`src/rtl/digit_step_ctrl.sv`:
```
// Button front end and BCD digit stepper for one mm/ss field: it synchronises and debounces
// the buttons, runs press/hold/auto-repeat, and emits step and carry/borrow pulses.
module digit_step_ctrl #(
  parameter int DEBOUNCE_CYCLES = 16,
  parameter int REPEAT_DELAY    = 64,
  parameter int REPEAT_RATE     = 16,
  parameter int UNITS_MAX       = 9,
  parameter int TENS_MAX        = 5
) (
  input  logic       clk,
  input  logic       rst_n,
  input  logic       btn_inc,
  input  logic       btn_dec,
  input  logic       load,
  input  logic [3:0] load_tens,
  input  logic [3:0] load_units,
  output logic [3:0] tens,
  output logic [3:0] units,
  output logic       add_pulse,
  output logic       sub_pulse,
  output logic       carry,
  output logic       borrow
);

  localparam int CNT_MAX_A = (DEBOUNCE_CYCLES > REPEAT_DELAY) ? DEBOUNCE_CYCLES : REPEAT_DELAY;
  localparam int CNT_MAX   = (CNT_MAX_A > REPEAT_RATE) ? CNT_MAX_A : REPEAT_RATE;
  localparam int CW        = $clog2(CNT_MAX + 1);

  localparam logic [CW-1:0] ONE      = CW'(1);
  localparam logic [CW-1:0] DEB_LAST = CW'(DEBOUNCE_CYCLES - 1);
  localparam logic [CW-1:0] DLY_LAST = CW'(REPEAT_DELAY - 1);
  localparam logic [CW-1:0] RPT_LAST = CW'(REPEAT_RATE - 1);
  localparam logic [3:0]    UMAX     = 4'(UNITS_MAX);
  localparam logic [3:0]    TMAX     = 4'(TENS_MAX);

  typedef enum logic [1:0] {DIR_NONE, DIR_INC, DIR_DEC} dir_t;
  typedef enum logic [1:0] {IDLE, FIRE, WAIT, RPT} state_t;

  logic          inc_p0, inc_p1, dec_p0, dec_p1;
  logic [CW-1:0] inc_cnt, dec_cnt;
  logic          deb_inc, deb_dec;
  dir_t          dir, held_dir;
  state_t        state;
  logic [CW-1:0] rpt_cnt;
  logic          step_req, step_up;
  logic [8:0]    step_res;

  function automatic logic [3:0] clamp_u(input logic [3:0] u);
    return (u > UMAX) ? UMAX : u;
  endfunction

  function automatic logic [3:0] clamp_t(input logic [3:0] t);
    return (t > TMAX) ? TMAX : t;
  endfunction

  // Result packed as {wrap, tens, units}; out-of-range digits step as if at max.
  function automatic logic [8:0] inc_step(input logic [3:0] t, input logic [3:0] u);
    logic [3:0] tc, uc;
    tc = clamp_t(t);
    uc = clamp_u(u);
    if (uc < UMAX)      return {1'b0, tc, uc + 4'd1};
    else if (tc < TMAX) return {1'b0, tc + 4'd1, 4'd0};
    else                return {1'b1, 4'd0, 4'd0};
  endfunction

  function automatic logic [8:0] dec_step(input logic [3:0] t, input logic [3:0] u);
    logic [3:0] tc, uc;
    tc = clamp_t(t);
    uc = clamp_u(u);
    if (uc != 4'd0)      return {1'b0, tc, uc - 4'd1};
    else if (tc != 4'd0) return {1'b0, tc - 4'd1, UMAX};
    else                 return {1'b1, TMAX, UMAX};
  endfunction

  // Synchroniser and debouncer stage
  always_ff @(posedge clk or negedge rst_n) begin
    if (!rst_n) begin
      inc_p0  <= 1'b0;
      inc_p1  <= 1'b0;
      dec_p0  <= 1'b0;
      dec_p1  <= 1'b0;
      inc_cnt <= '0;
      dec_cnt <= '0;
      deb_inc <= 1'b0;
      deb_dec <= 1'b0;
    end else begin
      inc_p0 <= btn_inc;
      inc_p1 <= inc_p0;
      dec_p0 <= btn_dec;
      dec_p1 <= dec_p0;
      if (inc_p1 == deb_inc) inc_cnt <= '0;
      else if (inc_cnt == DEB_LAST) begin
        deb_inc <= inc_p1;
        inc_cnt <= '0;
      end else inc_cnt <= inc_cnt + ONE;
      if (dec_p1 == deb_dec) dec_cnt <= '0;
      else if (dec_cnt == DEB_LAST) begin
        deb_dec <= dec_p1;
        dec_cnt <= '0;
      end else dec_cnt <= dec_cnt + ONE;
    end
  end

  always_comb begin
    dir = DIR_NONE;
    if (deb_inc && !deb_dec)      dir = DIR_INC;
    else if (deb_dec && !deb_inc) dir = DIR_DEC;
  end

  always_comb begin
    step_req = 1'b0;
    step_up  = 1'b0;
    case (state)
      IDLE: begin
        step_req = (dir != DIR_NONE);
        step_up  = (dir == DIR_INC);
      end
      WAIT: begin
        step_req = (dir == held_dir) && (rpt_cnt == DLY_LAST);
        step_up  = (held_dir == DIR_INC);
      end
      RPT: begin
        step_req = (dir == held_dir) && (rpt_cnt == RPT_LAST);
        step_up  = (held_dir == DIR_INC);
      end
      default: begin
        step_req = 1'b0;
        step_up  = 1'b0;
      end
    endcase
    step_res = step_up ? inc_step(tens, units) : dec_step(tens, units);
  end

  // Hold/repeat FSM and digit register stage
  always_ff @(posedge clk or negedge rst_n) begin
    if (!rst_n) begin
      state     <= IDLE;
      held_dir  <= DIR_NONE;
      rpt_cnt   <= '0;
      tens      <= 4'd0;
      units     <= 4'd0;
      add_pulse <= 1'b0;
      sub_pulse <= 1'b0;
      carry     <= 1'b0;
      borrow    <= 1'b0;
    end else begin
      add_pulse <= 1'b0;
      sub_pulse <= 1'b0;
      carry     <= 1'b0;
      borrow    <= 1'b0;
      case (state)
        IDLE: if (dir != DIR_NONE) begin
          state    <= FIRE;
          held_dir <= dir;
          rpt_cnt  <= '0;
        end
        // The FIRE cycle already counts as the first held cycle of the repeat delay.
        FIRE: begin
          rpt_cnt <= ONE;
          state   <= WAIT;
        end
        WAIT: if (dir != held_dir) begin
          state   <= IDLE;
          rpt_cnt <= '0;
        end else if (rpt_cnt == DLY_LAST) begin
          state   <= RPT;
          rpt_cnt <= '0;
        end else rpt_cnt <= rpt_cnt + ONE;
        RPT: if (dir != held_dir) begin
          state   <= IDLE;
          rpt_cnt <= '0;
        end else if (rpt_cnt == RPT_LAST) rpt_cnt <= '0;
        else rpt_cnt <= rpt_cnt + ONE;
        default: state <= IDLE;
      endcase
      if (load) begin
        tens  <= clamp_t(load_tens);
        units <= clamp_u(load_units);
      end else if (step_req) begin
        tens      <= step_res[7:4];
        units     <= step_res[3:0];
        add_pulse <= step_up;
        sub_pulse <= !step_up;
        carry     <= step_up && step_res[8];
        borrow    <= !step_up && step_res[8];
      end
    end
  end

endmodule
```
`config.mk`:
```
export PLATFORM = sky130hd
export DESIGN_NAME = digit_step_ctrl
export DESIGN_NICKNAME = d
export VERILOG_FILES = /design/src/rtl/digit_step_ctrl.sv
export SDC_FILE = /design/constraint.sdc
export NUM_CORES = 1
export LEC_CHECK = 0
export ABC_AREA = 0
export BUFFER_PORTS_ARGS = -buffer_cell sky130_fd_sc_hd__buf_2
export CAP_MARGIN = 25
export CORE_MARGIN = 2
export CORE_UTILIZATION = 30
export CTS_CLUSTER_DIAMETER = 50
export DETAILED_ROUTE_END_ITERATION = 12
export SLEW_MARGIN = 20
export SYNTH_ARGS = -nofsm -noshare
export SYNTH_HDL_FRONTEND = slang
export SYNTH_SLANG_ARGS = --single-unit
export TNS_END_PERCENT = 20
```
`constraint.sdc`:
```
create_clock -name clk -period 5.93 [get_ports clk]
set_input_delay 0.2965 -clock clk [delete_from_list [all_inputs] [get_ports clk]]
set_output_delay 0.2965 -clock clk [all_outputs]
set_load 0.05 [all_outputs]
```
=== Yosys cells after proc, flatten, opt, wreduce, memory -nomap -nowiden ===
Index checks and enable logic that the tools add are counted.

* Add/subtract/negate cells: 7
* Magnitude comparators: 6
* Eq/ne operators: 16
* Multiplexer cells: 40
* Bitwise operators: 2
* Reductions and logical operators: 19

{| class="wikitable"
|+ Operators with widths
! operator !! number
|-
| two-way mux 7 bit || 9
|-
| two-way mux 9 bit || 5
|-
| two-way mux 4 bit || 8
|-
| one-hot mux 7 bit (4 select lines) || 1
|-
| adder 7 x 1 -> 7 bit (second input constant) || 3
|-
| == test 7 x 4 -> 1 bit (second input constant) || 3
|-
| two-way mux 2 bit || 6
|-
| adder 4 x 1 -> 4 bit (second input constant) || 2
|-
| > comparator 4 x 3 -> 1 bit (second input constant) || 2
|-
| > comparator 4 bit (second input constant) || 2
|-
| two-way mux 1 bit || 8
|-
| one-hot mux 2 bit (4 select lines) || 1
|-
| nonzero test 4 bit || 2
|-
| subtractor 4 x 1 -> 4 bit (second input constant) || 2
|-
| == test 7 x 6 -> 1 bit (second input constant) || 1
|-
| == test 2 x 1 -> 1 bit (second input constant) || 3
|-
| logical AND 1 bit || 6
|-
| AND reduction 2 bit || 3
|-
| == test 2 bit (second input constant) || 2
|-
| less-than comparator 4 x 3 -> 1 bit (second input constant) || 1
|-
| less-than comparator 4 bit (second input constant) || 1
|-
| != test 2 bit (second input constant) || 2
|-
| nonzero test 2 bit || 2
|-
| zero test 1 bit || 3
|-
| other kinds (10) || 12
|}

* Flip-flop bits (word level): 43
* Output and inout port bits: 12

=== Depth between registers and ports, before layout ===
Gate-level depths: netlist (run 1).

* Word-level depth: 10
* Depth in mapped cells: 10

=== Least setup slack after synthesis (run 1) ===
OpenSTA, ideal clock, no wires.

* Path type: register to register
* Start point: register units[3]
* End point: register tens[3]
* Arrival time: 2476 ps
* Path slack: 3376 ps
* Cell stages (with the launch flop): 8
* Path buffers: 1
* Clock period less this slack: 2554 ps
* Cells stage by stage: dfrtp_1 > clkbuf_1 > nand2b_1 > ha_1 > nor3b_1 > nand3_1 > or4_1 > a21oi_1

* Longest elaborated chain between the ends: 7
* Elaborated cells on any way between the ends: 9
* Classes of those cells: order compare: 2; mux: 6; reduce/logical: 1

{| class="wikitable"
|+ RTL lines
! what !! RTL line !! source
|-
| start, declared || 18 || <nowiki>output logic [3:0] units,</nowiki>
|-
| start signal, assigned || 178 || <nowiki>units <= clamp_u(load_units);</nowiki>
|-
| start signal, assigned || 181 || <nowiki>units <= step_res[3:0];</nowiki>
|-
| > comparator 4 bit || 49 || <nowiki>return (u > UMAX) ? UMAX : u;</nowiki>
|-
| two-way mux 4 bit (*) || 49 ||
|-
| less-than comparator 4 bit or nonzero test 4 bit (tied branches) || 61, 70 ||
|-
| two-way mux 9 bit (on tied branches) || 61, 70 ||
|-
| two-way mux 9 bit (*) || 131 || <nowiki>step_res = step_up ? inc_step(tens, units) : dec_step(tens, units);</nowiki>
|-
| two-way mux 4 bit (*) || 179 || <nowiki>end else if (step_req) begin</nowiki>
|-
| two-way mux 4 bit (*) || 176 || <nowiki>if (load) begin</nowiki>
|-
| end signal, assigned || 177 || <nowiki>tens <= clamp_t(load_tens);</nowiki>
|-
| end signal, assigned || 180 || <nowiki>tens <= step_res[7:4];</nowiki>
|-
| end, declared || 17 || <nowiki>output logic [3:0] tens,</nowiki>
|}

Every way passes the cells marked *; elsewhere a longest branch is shown, timed or not. The select of a mux whose other input is x is not followed.
A chain may end at the register's enable or synchronous reset.

=== Worst setup path in the final report (run 1) ===
* Start point: register units[2]
* End point: register tens[3]

Same word-level chain as after synthesis.

==> flow_summary.yaml, run 1 <==
logic_synthesis:
  synth_fp_nets: 268
  synthCells: 245
  synth_area_leaders: "dfrtp_1 46%, ha_1 5.3%, nor2_1 3.7%"
  synth_common_cells: "43 x dfrtp_1, 23 x nor2_1, 18 x nand2_1"
  synthFlopType: "dfrtp_1"
  ys_seq_elements: 43
  netlist-cell-type-count: 47
  async_flop_share_pct: 100.0
  yosysSeqAreaShare_pct: 45.67
  synth_top_cell_by_area: "dfrtp_1"
  synth_top_area_share_pct: 45.67
  avgSynthCellArea_um2: 9.616
  yosysWarnings: 0
  synth.most_common_cell: "dfrtp_1"
  synth_area_um2: 2356
  synth_edf_count: 0
sta:
  finClkSkew_ns: 0.005435
  slew_violations: 0
  setup_viol: 0
  post-route-period-util_pct: 41.13
  clock.fmax_mhz: 410.0
  worstMarginPinSlew_ns: 0.5872
  post-route-min-period_ns: 2.439
  finalSetupTns_ns: 0
  finalHoldViolations: 0
  relSlewSlack_pct: 60.55
  rsz0062_at_grt: "false"
cts:
  cts_tree: "yes"
  cts_buffers: 5
  cts-resized-gates: 0
  clkTransAtPathRegs_ns: 0.08
  h-tree-depth: 2
  cts.sinks: 43
  clkLatencyLatePin_ns: 0.29
  clock-root-buffer: "clkbuf_8"
  clock_path_buffers: 2
finish:
  drive_gt1_share_pct: 14.71
  finalNetCount: 295
  diodes: 0
  syn_to_final_growth_pct: 14.13
  layout.cells.non_filler: 374
global_route:
  track_usage_pct: 11.94
  grt_overflow: 0
  grt_start_max_net_pins: 44
  antenna_found_initial: 0
  grt_pass1_vias: 1828
  grt_pass1_wl_um: 8404
route:
  ant_nets: 0
  wl_per_cell_um: 12.36
  first_pass_iters: 4
  route.detailed.drc: 0
  drt_wl_total_um: 4624
  vias: 1880
  routed_via_density: 5.027
  first_iter_violations: 58
setup_path:
  crit_required_ns: 6.15
  worstSetupPathType: "register to register"
  startpoint_type: "register"
  worstPathArrival_ns: 2.66
  end_kind: "register"
  path_max_fanout: 8
die:
  die_w_um: 92.62
  io_pins: 25
  std_cell_rows: 32
  initial_core_util_pct: 30.65
  coreArea_um2: 7687
  die_area_um2: 8578
  die_h_um: 92.62
place:
  dp.cells: 365
  gp_congestion: 0.8324
  place_hpwl_um: 3286
  port-buffer-count: 24
pwr:
  ir_drop_mv: 0.1031
  pwr_density_cell_nw_per_um2: 265.9
  leakage_nw: 1.226
hold_path:
  hp-class: "input pin to register"
outcome:
  status: "finished, final reports clean"
run:
  maxCapViolCount: 0
sequential cells by signal, indices dropped and copies added, names as in the netlist:
| name | cells |
|---|---|
| deb_inc | 1 |
| inc_p0 | 1 |
| units | 4 |
| dec_p1 | 1 |
| carry | 1 |
| dec_cnt | 7 |
| sub_pulse | 1 |
| add_pulse | 1 |
| deb_dec | 1 |
| inc_p1 | 1 |
| inc_cnt | 7 |
| state | 2 |
| rpt_cnt | 7 |
| borrow | 1 |
| dec_p0 | 1 |
| tens | 4 |
| held_dir | 2 |
power by group:
part           total [W]  internal (W)  leakage [nW]  switching (W)
clock network   0.000185     0.0000914        0.0470      0.0000934
logic           0.000166     0.0000717         0.623      0.0000939
registers       0.000365      0.000325         0.556      0.0000395
total           0.000715      0.000488          1.23       0.000227
per-layer routing:
metal / wire [um] / vias up / track usage (%)
li1: - / 938 / -
met1: 2260 / 887 / 16.38
met2: 2049 / 43 / 18.49
met3: 212 / 12 / 2.278
met4: 103 / 0 / 5.025
met5: 0 / - / 0
critical path: stages, from the launching register on:
cell and delay, ns:
dfrtp_1 0.48, o21ai_0 0.19, nand2_1 0.10, inv_1 0.07, ha_1 0.25, nor3b_1 0.32
nand3_1 0.29, or4_1 0.53, a21oi_1 0.15
layout by cell type, fill, tap and decap left out, drive strengths merged, types with 2 or more instances in the layout:
| cell | Yosys | layout |
|---|---|---|
| nor3b | 3 | 3 |
| a211oi | 5 | 5 |
| o211ai | 2 | 2 |
| o22ai | 5 | 5 |
| a2bb2oi | 2 | 2 |
| nor2 | 23 | 23 |
| a221oi | 2 | 2 |
| xor2 | 5 | 5 |
| a21oi | 8 | 8 |
| and3 | 6 | 6 |
| ha | 10 | 10 |
| or3 | 3 | 3 |
| nand2b | 7 | 7 |
| clkinv | 1 | 2 |
| o31ai | 5 | 5 |
| a21o | 4 | 4 |
| o21a | 3 | 3 |
| nand3b | 2 | 2 |
| xnor2 | 9 | 9 |
| buf | 3 | 25 |
| mux2 | 4 | 4 |
| and2 | 2 | 2 |
| clkbuf | 3 | 6 |
| dfrtp | 43 | 43 |
| nor3 | 4 | 4 |
| a31oi | 5 | 5 |
| nand2 | 18 | 18 |
| or4 | 4 | 4 |
| inv | 15 | 15 |
| o21ai | 13 | 13 |
| nand3 | 14 | 14 |
area by class of cell:
class / instances / area [um^2]
clock buffers: 6 / 82.58
well taps: 102 / 127.6
repair buffers: 26 / 150.1
clock inverters: 1 / 5.005
fillers: 801 / 4999
multi-input cells: 180 / 1187
inverters: 16 / 60.06
flip-flops and latches: 43 / 1076
path summary, 6_finish.rpt:
kind | from | end | slack, ns | cells after the start
min reg2reg | dec_p0 | dec_p1 | 0.35 | 0
max | units[2] | tens[3] | 3.49 | 8
min | btn_inc | inc_p0 | 0.11 | 1
max reg2reg | units[2] | tens[3] | 3.49 | 8
min in group asynchronous | rst_n | tens[0] | 0.44 | 2
max in group asynchronous | rst_n | inc_cnt[1] | 5.02 | 3
what timing repair did:
| item | CTS | global route |
|---|---|---|
| hold buffers | 0 | 1 |
| setup buffers | 0 | 0 |
| endpoints found under the hold margin | 0 | 12 |
cells by family (layout without fill, tap and decap cells):
family	count (synthesis)	count (layout)	share of synthesized area (%)
AO/OA/AOI/OAI	62	62	18.53
XOR/XNOR	14	14	5.205
adder cells (fa/ha/maj)	10	10	5.311
buffers and inverters	22	49	3.930
flip-flops	43	43	45.67
multiplexers	4	4	1.912
AND/OR/NAND/NOR	90	90	19.44
per-stage QoR:
stage / hold WS [ns] / worst slack [ns] / util, % / instance area, um^2 / total power (W)
2_1_floorplan: 0.0009089 / 3.376 / - / 2356 / 0.0004894
3_3_place_gp: 0.3315 / 3.555 / 33.45 / 2571 / 0.0005310
3_5_place_dp: 0.3347 / 3.489 / 33.45 / 2571 / 0.0005357
4_1_cts: 0.09642 / 3.483 / 34.59 / 2659 / 0.0007246
5_1_grt: 0.09321 / 3.216 / 34.98 / 2689 / 0.0007673
6_report: 0.1093 / 3.491 / 34.98 / 2689 / 0.0007151
Power figures use the tool's default switching activity.
==> run 2: changes to the inputs <==
==> constraint.sdc (replaced) <==
create_clock -name clk -period 2.4 [get_ports clk]
set_input_delay 0.12 -clock clk [delete_from_list [all_inputs] [get_ports clk]]
set_output_delay 0.12 -clock clk [all_outputs]
set_load 0.05 [all_outputs]
==> flow_summary.yaml, run 2 (synthesis results as in run 1) <==
outcome:
  status: "finished, final reports clean"
sta:
  rsz0062_at_grt: "false"
  finalHoldViolations: 0
  slew_violations: 0
  finClkSkew_ns: 0.003897
  relSlewSlack_pct: 51.69
  setup_slack_ns: 0.1540
  finalSetupTns_ns: 0
  clock.fmax_mhz: 445.2
  worstMarginPinSlew_ns: 0.7247
  setup_viol: 0
  post-route-period-util_pct: 93.59
  post-route-min-period_ns: 2.246
pwr:
  pwr_density_cell_nw_per_um2: 634.6
  leakage_nw: 1.271
  ir_drop_mv: 0.2693
route:
  wl_per_cell_um: 12.56
  first_iter_violations: 77
  routed_via_density: 4.951
  drt_wl_total_um: 4848
  route.detailed.drc: 0
  ant_nets: 0
  vias: 1911
  first_pass_iters: 4
cts:
  clkTransAtPathRegs_ns: 0.07
  h-tree-depth: 2
  cts_buffers: 5
  cts_setup_buffers: 0
  cts.sinks: 43
  clkLatencyLatePin_ns: 0.29
  clock-root-buffer: "clkbuf_8"
  clock_path_buffers: 2
  cts_tree: "yes"
finish:
  syn_to_final_growth_pct: 18.06
  finalNetCount: 307
  largestRegisters: "dec_cnt x7, inc_cnt x7, rpt_cnt x7"
  diodes: 0
  utilization_pct: 36.18
  layout_commonest_cell: "dfrtp_1"
  final_cell_mix: "41 x dfrtp_1, 24 x buf_2, 23 x nor2_1"
  drive_gt1_share_pct: 18.66
die:
  coreArea_um2: 7687
  io_pins: 25
  die_area_um2: 8578
  die_h_um: 92.62
  die_w_um: 92.62
  initial_core_util_pct: 30.65
  std_cell_rows: 32
setup_path:
  worstSetupPathType: "register to register"
  r2r_cells: 7
  r2r_slack_ns: 0.15
  critPathSlowestCell: "or4b_1"
  startpoint_type: "register"
  critical_path.max_stage_delay_ns: 0.51
  regToRegStartpoint: "deb_inc"
  crit_path_cell_trace: "inv_1 > ha_1 > or4b_1 > and2_1 > o32a_1 > a31oi_1 > o22ai_1"
  path_max_fanout: 9
  end_kind: "register"
  worst_r2r_endpoint: "tens[0]"
  worstPathArrival_ns: 2.41
  crit_required_ns: 2.57
  cp.depth: 7
  worstSetupEndpoint: "tens[0]"
  worst-path-buf-inv: 1
  crit_family: "simple AND/OR/NAND/NOR gates"
  crit_path_start: "deb_inc"
hold_path:
  worstHoldPathCells: 3
  hp-class: "input pin to register"
place:
  gp_congestion: 0.7886
  port-buffer-count: 24
  post-place-ws_ns: 0.1198
  place_hpwl_um: 3544
global_route:
  antenna_found_initial: 0
  grt.busiest_layer: "met2"
  grt_start_max_net_pins: 33
  use_met1_pct: 15.94
  grt_pass1_wl_um: 8487
  grt_pass1_vias: 1865
  use_met3_pct: 2.522
  track_usage_pct: 12.10
  grtUsageMet2_pct: 19.89
  grt_overflow: 0
run:
  maxCapViolCount: 0
==> run 2: changes by cell type in the layout (fill, tap and decap cells not counted), moves of 2 or more <==
cell | previous run | this run
dfrtp_2 | 0 | 2
buf_4 | 0 | 11
clkbuf_1 | 0 | 2
dlygate4sd3_1 | 1 | 3
dfrtp_1 | 43 | 41
==> run 2: layout make-up <==
class,instances,area [um^2]
clock buffers,7,76.32
fillers,802,4906
inverters,16,60.06
multi-input cells,180,1206
flip-flops and latches,43,1079
well taps,102,127.6
repair buffers,38,232.7
==> run 2: power breakdown <==
part | internal (W) | total (W) | switching, W
Sequential | 0.000804 | 0.000892 | 0.0000875
Clock | 0.000201 | 0.000431 | 0.000231
Combinational | 0.000194 | 0.000442 | 0.000248
Total | 0.00120 | 0.00177 | 0.000566
==> run 2: layer usage <==
layer / vias to the layer above / wire, um
li1: 955 / -
met1: 917 / 2321
met2: 32 / 2265
met3: 7 / 193
met4: 0 / 68
met5: - / 0
==> run 2: worst min-delay path: stages <==
cell and delay (ns):
buf_2 0.09, a32oi_1 0.06, o21ai_1 0.08
==> run 2: worst min path at each step <==
| stage | slack, ns | endpoint | startpoint |
|---|---|---|---|
| after detailed placement | 0.23 | dec_cnt[0] | rst_n |
| final | 0.1 | tens[1] | load_tens[1] |
| after floorplan | -0.18 | add_pulse | rst_n |
| after global routing | 0.1 | tens[1] | load_tens[1] |
| after global placement | 0.23 | dec_p0 | rst_n |
| after CTS | 0.09 | tens[1] | load_tens[1] |
==> run 2: metrics by stage <==
stage	hold WS, ns	power (W)	cells	instance area, um^2
after CTS	0.09437	0.001790	386	2768
final	0.09971	0.001765	386	2781
after global placement	0.2274	0.001335	376	2661
after floorplan	-0.1756	0.001211	245	2364
after detailed placement	0.2293	0.001343	376	2661
after global routing	0.09570	0.001889	386	2781
==> run 2: timing repair <==
| item | CTS | global route |
|---|---|---|
| hold buffers | 3 | 0 |
| endpoints found under the hold margin | 33 | 0 |
| resized for setup | 0 | 4 |
| endpoints found under the setup margin | 0 | 3 |
